**config.mk**
```make
export PLATFORM = sky130hd
export DESIGN_NAME = dcache_responder
export DESIGN_NICKNAME = d
export VERILOG_FILES = /design/src/rtl/dcache_responder.sv
export SDC_FILE = /design/constraint.sdc
export NUM_CORES = 2
export LEC_CHECK = 0
export BUFFER_PORTS_ARGS = -buffer_cell sky130_fd_sc_hd__buf_4
export CAP_MARGIN = 10
export CORE_UTILIZATION = 40
export CTS_CLUSTER_DIAMETER = 80
export DETAILED_ROUTE_END_ITERATION = 6
export HOLD_SLACK_MARGIN = 0.08
export PLACE_DENSITY = 0.6
export SLEW_MARGIN = 20
export SYNTH_ARGS = -nofsm -noshare
export SYNTH_HDL_FRONTEND = slang
export SYNTH_SLANG_ARGS = --single-unit
```
**constraint.sdc**
```tcl
create_clock -name clk -period 8.1 [get_ports clk]
set_input_delay 0.81 -clock clk [delete_from_list [all_inputs] [get_ports clk]]
set_output_delay 0.81 -clock clk [all_outputs]
set_load 0.05 [all_outputs]
```
**src/rtl/dcache_responder.sv**
```systemverilog
// Direct-mapped, write-back L1 data cache for the MEM-stage data port.
// It serves 32-bit word accesses from the core and fills/evicts 256-bit lines from physical memory.
module dcache_responder #(
    parameter int S_INDEX = 3
) (
    input  logic         clk,
    input  logic         rst,
    input  logic         mem_read,
    input  logic         mem_write,
    input  logic [31:0]  mem_address,
    input  logic [31:0]  mem_wdata,
    input  logic [3:0]   mem_byte_enable,
    output logic [31:0]  mem_rdata,
    output logic         mem_resp,
    output logic         pmem_read,
    output logic         pmem_write,
    output logic [31:0]  pmem_address,
    output logic [255:0] pmem_wdata,
    input  logic [255:0] pmem_rdata,
    input  logic         pmem_resp
);

    localparam int SETS  = 1 << S_INDEX;
    localparam int TAG_W = 27 - S_INDEX;

    typedef enum logic [1:0] {IDLE, CHECK, WRITEBACK, FILL} state_t;

    state_t r_state, w_next;

    logic [31:2]        r_addr;
    logic [31:0]        r_wdata;
    logic [3:0]         r_be;
    logic               r_write;
    logic [31:0]        r_rdata;
    logic [SETS-1:0]    r_valid;
    logic [SETS-1:0]    r_dirty;
    logic [TAG_W-1:0]   r_tag  [SETS];
    logic [255:0]       r_line [SETS];

    logic [TAG_W-1:0]   w_tag;
    logic [S_INDEX-1:0] w_index;
    logic [2:0]         w_word;
    logic [255:0]       w_line;
    logic [31:0]        w_word_data;
    logic [31:0]        w_merged;
    logic               w_hit;
    logic               w_req;
    logic               w_unused;

    // Byte offset bits never reach the cache; only word-aligned accesses exist.
    assign w_unused    = ^mem_address[1:0];

    assign w_req       = mem_read | mem_write;
    assign w_tag       = r_addr[31:5+S_INDEX];
    assign w_index     = r_addr[4+S_INDEX:5];
    assign w_word      = r_addr[4:2];
    assign w_line      = r_line[w_index];
    assign w_word_data = w_line[{w_word, 5'b0} +: 32];
    assign w_hit       = r_valid[w_index] && (r_tag[w_index] == w_tag);

    always_comb begin
        w_merged = w_word_data;
        for (int i = 0; i < 4; i++) begin
            if (r_be[i]) w_merged[i*8 +: 8] = r_wdata[i*8 +: 8];
        end
    end

    // NOTE: sequential state uses <= so every flop samples pre-edge values, independent of block order.
    always_ff @(posedge clk or negedge rst) begin
        if (!rst) r_state <= IDLE;
        else      r_state <= w_next;
    end

    always_ff @(posedge clk or negedge rst) begin
        if (!rst) begin
            r_valid <= '0;
            r_dirty <= '0;
            r_rdata <= '0;
        end else begin
            case (r_state)
                CHECK: begin
                    if (w_hit && r_write)  r_dirty[w_index] <= 1'b1;
                    if (w_hit && !r_write) r_rdata <= w_word_data;
                end
                WRITEBACK: if (pmem_resp) r_dirty[w_index] <= 1'b0;
                FILL: begin
                    if (pmem_resp) begin
                        r_valid[w_index] <= 1'b1;
                        r_dirty[w_index] <= 1'b0;
                    end
                end
                default: ;
            endcase
        end
    end

    // NOTE: tag/line storage and the request latch carry no reset; valid bits alone make them meaningful.
    always_ff @(posedge clk) begin
        if (r_state == IDLE && w_req) begin
            r_addr  <= mem_address[31:2];
            r_wdata <= mem_wdata;
            r_be    <= mem_byte_enable;
            r_write <= mem_write;
        end
        if (r_state == CHECK && w_hit && r_write)
            r_line[w_index][{w_word, 5'b0} +: 32] <= w_merged;
        if (r_state == FILL && pmem_resp) begin
            r_line[w_index] <= pmem_rdata;
            r_tag[w_index]  <= w_tag;
        end
    end

    // NOTE: every output and next-state value gets a default first so no path infers a latch.
    always_comb begin
        w_next       = r_state;
        mem_resp     = 1'b0;
        mem_rdata    = r_rdata;
        pmem_read    = 1'b0;
        pmem_write   = 1'b0;
        pmem_address = '0;
        pmem_wdata   = '0;
        case (r_state)
            IDLE: if (w_req) w_next = CHECK;
            CHECK: begin
                if (w_hit) begin
                    mem_resp = 1'b1;
                    // Load data is forwarded in the response cycle and held in r_rdata afterwards.
                    if (!r_write) mem_rdata = w_word_data;
                    w_next = IDLE;
                end else if (r_valid[w_index] && r_dirty[w_index]) begin
                    w_next = WRITEBACK;
                end else begin
                    w_next = FILL;
                end
            end
            WRITEBACK: begin
                pmem_write   = 1'b1;
                pmem_address = {r_tag[w_index], w_index, 5'b0};
                pmem_wdata   = w_line;
                if (pmem_resp) w_next = FILL;
            end
            FILL: begin
                pmem_read    = 1'b1;
                pmem_address = {w_tag, w_index, 5'b0};
                if (pmem_resp) w_next = CHECK;
            end
            default: w_next = IDLE;
        endcase
    end

endmodule

```
# After elaboration in Yosys (flattened, before gate mapping)
# Memory sizes are Yosys's and may differ from the RTL's. A register that Yosys moved wholly into a read port is not among the register bits.
# Index checks and enable logic that the tools add are counted.
# W data, S select, Z words.
word_totals:
  regBits: 117
  ramBits: 2240
  in_bits: 329
  output_inout_bits: 323
  word_cells: 593
  mem_count: 2
mem_list:
  columns: ["name", "depth", "word_bits", "read_ports", "rd_ports_with_merged_regs", "write_ports", "line_no", "text"]
  rows:
  - ["r_line", 8, 256, 1, 1, 1, "38", "logic [255:0] r_line [SETS];"]
  - ["r_tag", 8, 24, 1, 1, 1, "37", "logic [TAG_W-1:0] r_tag [SETS];"]
classes:
  n_addsub: 1
  order_cmp: 2
  eq_ne: 9
  shift: 3
  mux: 290
  bitwise: 261
  reduce_logical: 17
ops:
  columns: ["operator", "count"]
  rows:
  - ["$mux W256", 2]
  - ["$mux W1", 267]
  - ["$or A1 B1 Y1", 257]
  - ["$shift A32 B10 Y256 const A", 1]
  - ["$shiftx A256 B9 Y32", 1]
  - ["$shiftx A32 B10 Y256", 1]
  - ["$mux W32", 3]
  - ["$pmux W32 S2", 1]
  - ["$mux W8", 6]
  - ["$eq A24 B24 Y1", 1]
  - ["$or A8 B8 Y8", 2]
  - ["$pmux W8 S2", 1]
  - ["$neg A8 Y10", 1]
  - ["$logic_and A1 B1 Y1", 9]
  - ["$and A8 B8 Y8", 1]
  - ["$mux W2", 4]
  - ["$ne A2 B2 Y1 const B", 4]
  - ["$not A8 Y8", 1]
  - ["$pmux W2 S4", 1]
  - ["$bmux W1 S3", 2]
  - ["$mux W3", 2]
  - ["$reduce_and A3 Y1", 2]
  - ["$eq A2 B2 Y1 const B", 2]
  - ["$lt A3 B4 Y1 const B", 1]
  - ["9 further kinds", 10]

# Logic depth before layout (Yosys ltp)
logic_depth:
  word_depth: 8
  mapped_depth: 16
  ltp_nobuf: 8

# Worst setup path after synthesis
# OpenSTA, ideal clock, no wires.
synth_timing:
  path_kind: "register to register"
  startpoint: "reg (tool-made name)"
  endpoint: "mem r_line[6][100] (enable)"
  setup_ns: 0.470
  arrival_ns: 5.256
  t_required_ns: 7.630
  setup_slack_ns: 2.375
  stages_incl_launch_ff: 12
  n_path_buf: 3
  period_less_slack_ns: 5.725
  path_cell_list: "dfxtp_1 > buf_6 > mux4_2 > mux2i_4 > xor2_1 > nand3_1 > or4_4 > nor4_4 > nand2_1 > buf_2 > buf_2 > o31ai_1"
synth_lines:
  columns: ["item", "line_no"]
  rows:
  - ["end, declared", "38"]

==> impl_metrics.yaml <==
power:
  p_leak_nw: 38.4
  power.total_mw: 38.5
  ir_drop_uv: 291
  power_density_nw_per_um2: 336
cells_and_area:
  final_common_cell: "edfxtp_1"
  post-route-util_pct: 47.6
  final_area_um2: 115000
  stdcell_count: 9156
  layout-drive-gt1-share_pct: 33.0
  syn_to_final_growth_pct: 18.3
  num-nets-final: 6084
  final_cell_mix: "edfxtp_1, buf_4, mux4_2"
place:
  dpl-instance-area_um2: 106000
  dpl.hpwl_mm: 238
  placed_cells: 8637
  portBuffers: 644
  dp_slack_ns: 1.74
  globalplace.congestion: 0.960
critical_path:
  path_class: "register to primary output"
  slowest_delay_ns: 1.02
  cp_common_cell: "buf_4"
  path_cells: "buf_4, buf_12, buf_4, mux4_2, mux2_2, nand2_1, o21ai_0, a32oi_1, o221ai_1, mux2_4, buf_4"
  cp_max_fo: 114
  setup.worst_path.end_class: "primary output"
  cp-start-kind: "register"
  crit_family: "buffers and inverters"
  path_buf_inv: 4
  critical_path_required_ns: 7.29
  worstPathArrival_ns: 6.58
  crit_slowest_cell: "a32oi_1"
detailed_routing:
  vias_per_cell: 6.15
  drtIter0Drc: 8424
  wirelength_mm: 353
  detail_route.first_pass.iterations: 6
  wl_met2_mm: 156
  routed-via-count: 56300
  wl_met3_mm: 36.3
  drc_errors: 0
  highest_layer: "met5"
  m1WireLength_mm: 132
  ant_nets: 0
  routedWlPerCell_um: 38.6
synth:
  ys_seq_elements: 2360
  synth_cells: 4961
  netlist_area_um2: 96800
  synth_cell_types: 67
  synth_top_flop_cell: "edfxtp_1"
  async_flop_share_pct: 2.12
  synth_edf_count: 2307
  syn_avg_cell_area_um2: 19.5
  ys_warn_count: 0
  yosysSeqAreaShare_pct: 72.9
timing:
  finalHoldViolations: 0
  worst_hold_slack_ns: 0.117
  relSlewSlack_pct: 8.23
  setup_violations: 0
  max_slew.worst_pin.slew_ns: 1.38
  fin_ws_ns: 0.706
  slew_violations: 0
  period_share_pct: 91.3
  fin_crit_ns: 7.39
  rsz0062_at_grt: "false"
  fin_skew_ns: 0.0684
  fmax_ghz: 0.135
  setup-tns-final_ns: 0
floorplan:
  die_width_um: 494
  rows: 180
  coreArea_um2: 241000
  ios: 652
  dieArea_um2: 244000
  start_util_pct: 40.2
  die_height_um: 494
clock_tree:
  cts_htree_levels: 4
  cts_hold_buf: 63
  path_clk_slew_ns: 0.06
  clock_latency_ns: 0.91
  cts_resized: 0
  cts_max_path_buffers: 3
  tritoncts: "built"
  cts_buffers: 228
  root_buffer: "clkbuf_16"
  cts_setup_buffers: 0
  cts_sinks: 2360
grt:
  grt_first_pass_wirelength_mm: 465
  grt_overflow: 0
  grt_antenna_before_repair: 54
  grt_use_total_pct: 28.5
  grt_pass1_vias: 53700
  grt_start_max_net_pins: 134
status:
  status: "finished, final reports clean"
hold_path:
  hold_path_class: "input pin to register"
flow_run:
  max-cap-violations: 0
cell families after synthesis:
| group | Yosys count | share of synthesized area [%] |
|---|---|---|
| AO/OA/AOI/OAI | 511 | 3.85 |
| XOR/XNOR | 13 | 0.118 |
| adder cells (fa/ha/maj) | 9 | 0.116 |
| buffers and inverters | 364 | 1.96 |
| flip-flops | 2360 | 72.9 |
| multiplexers | 971 | 17.6 |
| other | 1 | 0.00388 |
| AND/OR/NAND/NOR | 732 | 3.37 |
sequential cells by signal, indices dropped and copies added, names as in the netlist, named ones only:
signal / count
r_write: 1
r_be: 4
r_wdata: 32
r_valid: 8
r_state: 2
r_rdata: 32
r_tag: 192
r_addr: 30
r_line: 2048
cell type report:
class,instances,area [µm²]
Sequential cell,2360,70600
Clock inverter,142,1460
Fill cell,20100,126000
Tap cell,3185,3990
Multi-Input combinational cell,2241,25300
Clock buffer,282,5950
Inverter,22,93.8
Timing Repair Buffer,893,7080
Antenna cell,31,77.6
report_power, final:
| part | leakage, nW | switching [mW] | total, mW | internal [mW] |
|---|---|---|---|---|
| clock network | 3.58 | 4.68 | 10.7 | 6.01 |
| logic | 13.0 | 9.00 | 12.8 | 3.82 |
| registers | 21.8 | 0.303 | 15.0 | 14.7 |
routing by layer:
layer | global-route usage (%) | vias up
met5 | 0 | -
met4 | 19.9 | 24
met3 | 6.51 | 693
met2 | 41.6 | 3697
met1 | 38.0 | 30000
li1 | - | 21900
worst reg2reg max path: cells and delay by family, from the launching register on:
kind,cells,cell delay [ns]
multiplexers,1,1.14
AO/OA/AOI/OAI,3,2.20
buffers and inverters,2,1.22
flip-flops,1,0.75
AND/OR/NAND/NOR,2,0.96
worst paths after layout:
path	start	cells past startpoint	endpoint	slack, ns
setup / recovery	register	11	mem_rdata[9]	0.71
hold / removal	mem_wdata[4]	1	r_wdata[4]$_DFFE_PP_	0.12
setup reg to reg	register	8	r_line[0][102]$_DFFE_PP_	1.48
hold reg to reg	r_valid[5]$_DFFE_PN0P_	1	r_valid[5]$_DFFE_PN0P_	0.48
max in group asynchronous	rst	2	r_rdata[31]$_DFFE_PN0P_	6.75
min in group asynchronous	rst	2	r_state[1]$_DFFE_PN0P_	0.60
cells in the mapped netlist, types with 8 or more instances:
| library cell | n | share of area [%] |
|---|---|---|
| edfxtp_1 | 2307 | 72 |
| mux4_2 | 558 | 13 |
| mux2i_1 | 293 | 3.0 |
| nor2_1 | 277 | 1.1 |
| nand2_1 | 267 | 1.0 |
| o21ai_0 | 191 | 0.99 |
| clkbuf_1 | 164 | 0.64 |
| a32o_1 | 137 | 1.4 |
| mux2_2 | 68 | 0.79 |
| buf_2 | 59 | 0.31 |
| a22o_1 | 58 | 0.52 |
| and2_1 | 58 | 0.37 |
| buf_4 | 51 | 0.40 |
| dfrtp_1 | 50 | 1.3 |
| mux2_4 | 50 | 0.78 |
| buf_1 | 38 | 0.15 |
| a21oi_1 | 29 | 0.15 |
| nand2b_1 | 29 | 0.19 |
| buf_6 | 24 | 0.28 |
| or2_2 | 24 | 0.16 |
| inv_1 | 21 | 0.081 |
| o31ai_1 | 19 | 0.15 |
| a32oi_1 | 16 | 0.14 |
| o221ai_1 | 16 | 0.14 |
| nand3_1 | 14 | 0.072 |
| o21ai_1 | 13 | 0.067 |
| or3_1 | 12 | 0.078 |
| a22oi_1 | 10 | 0.078 |
| a31o_2 | 9 | 0.081 |
| ha_1 | 9 | 0.12 |
| xor2_1 | 9 | 0.081 |
| nor3_1 | 8 | 0.041 |
(Power assumes the default switching activity.)
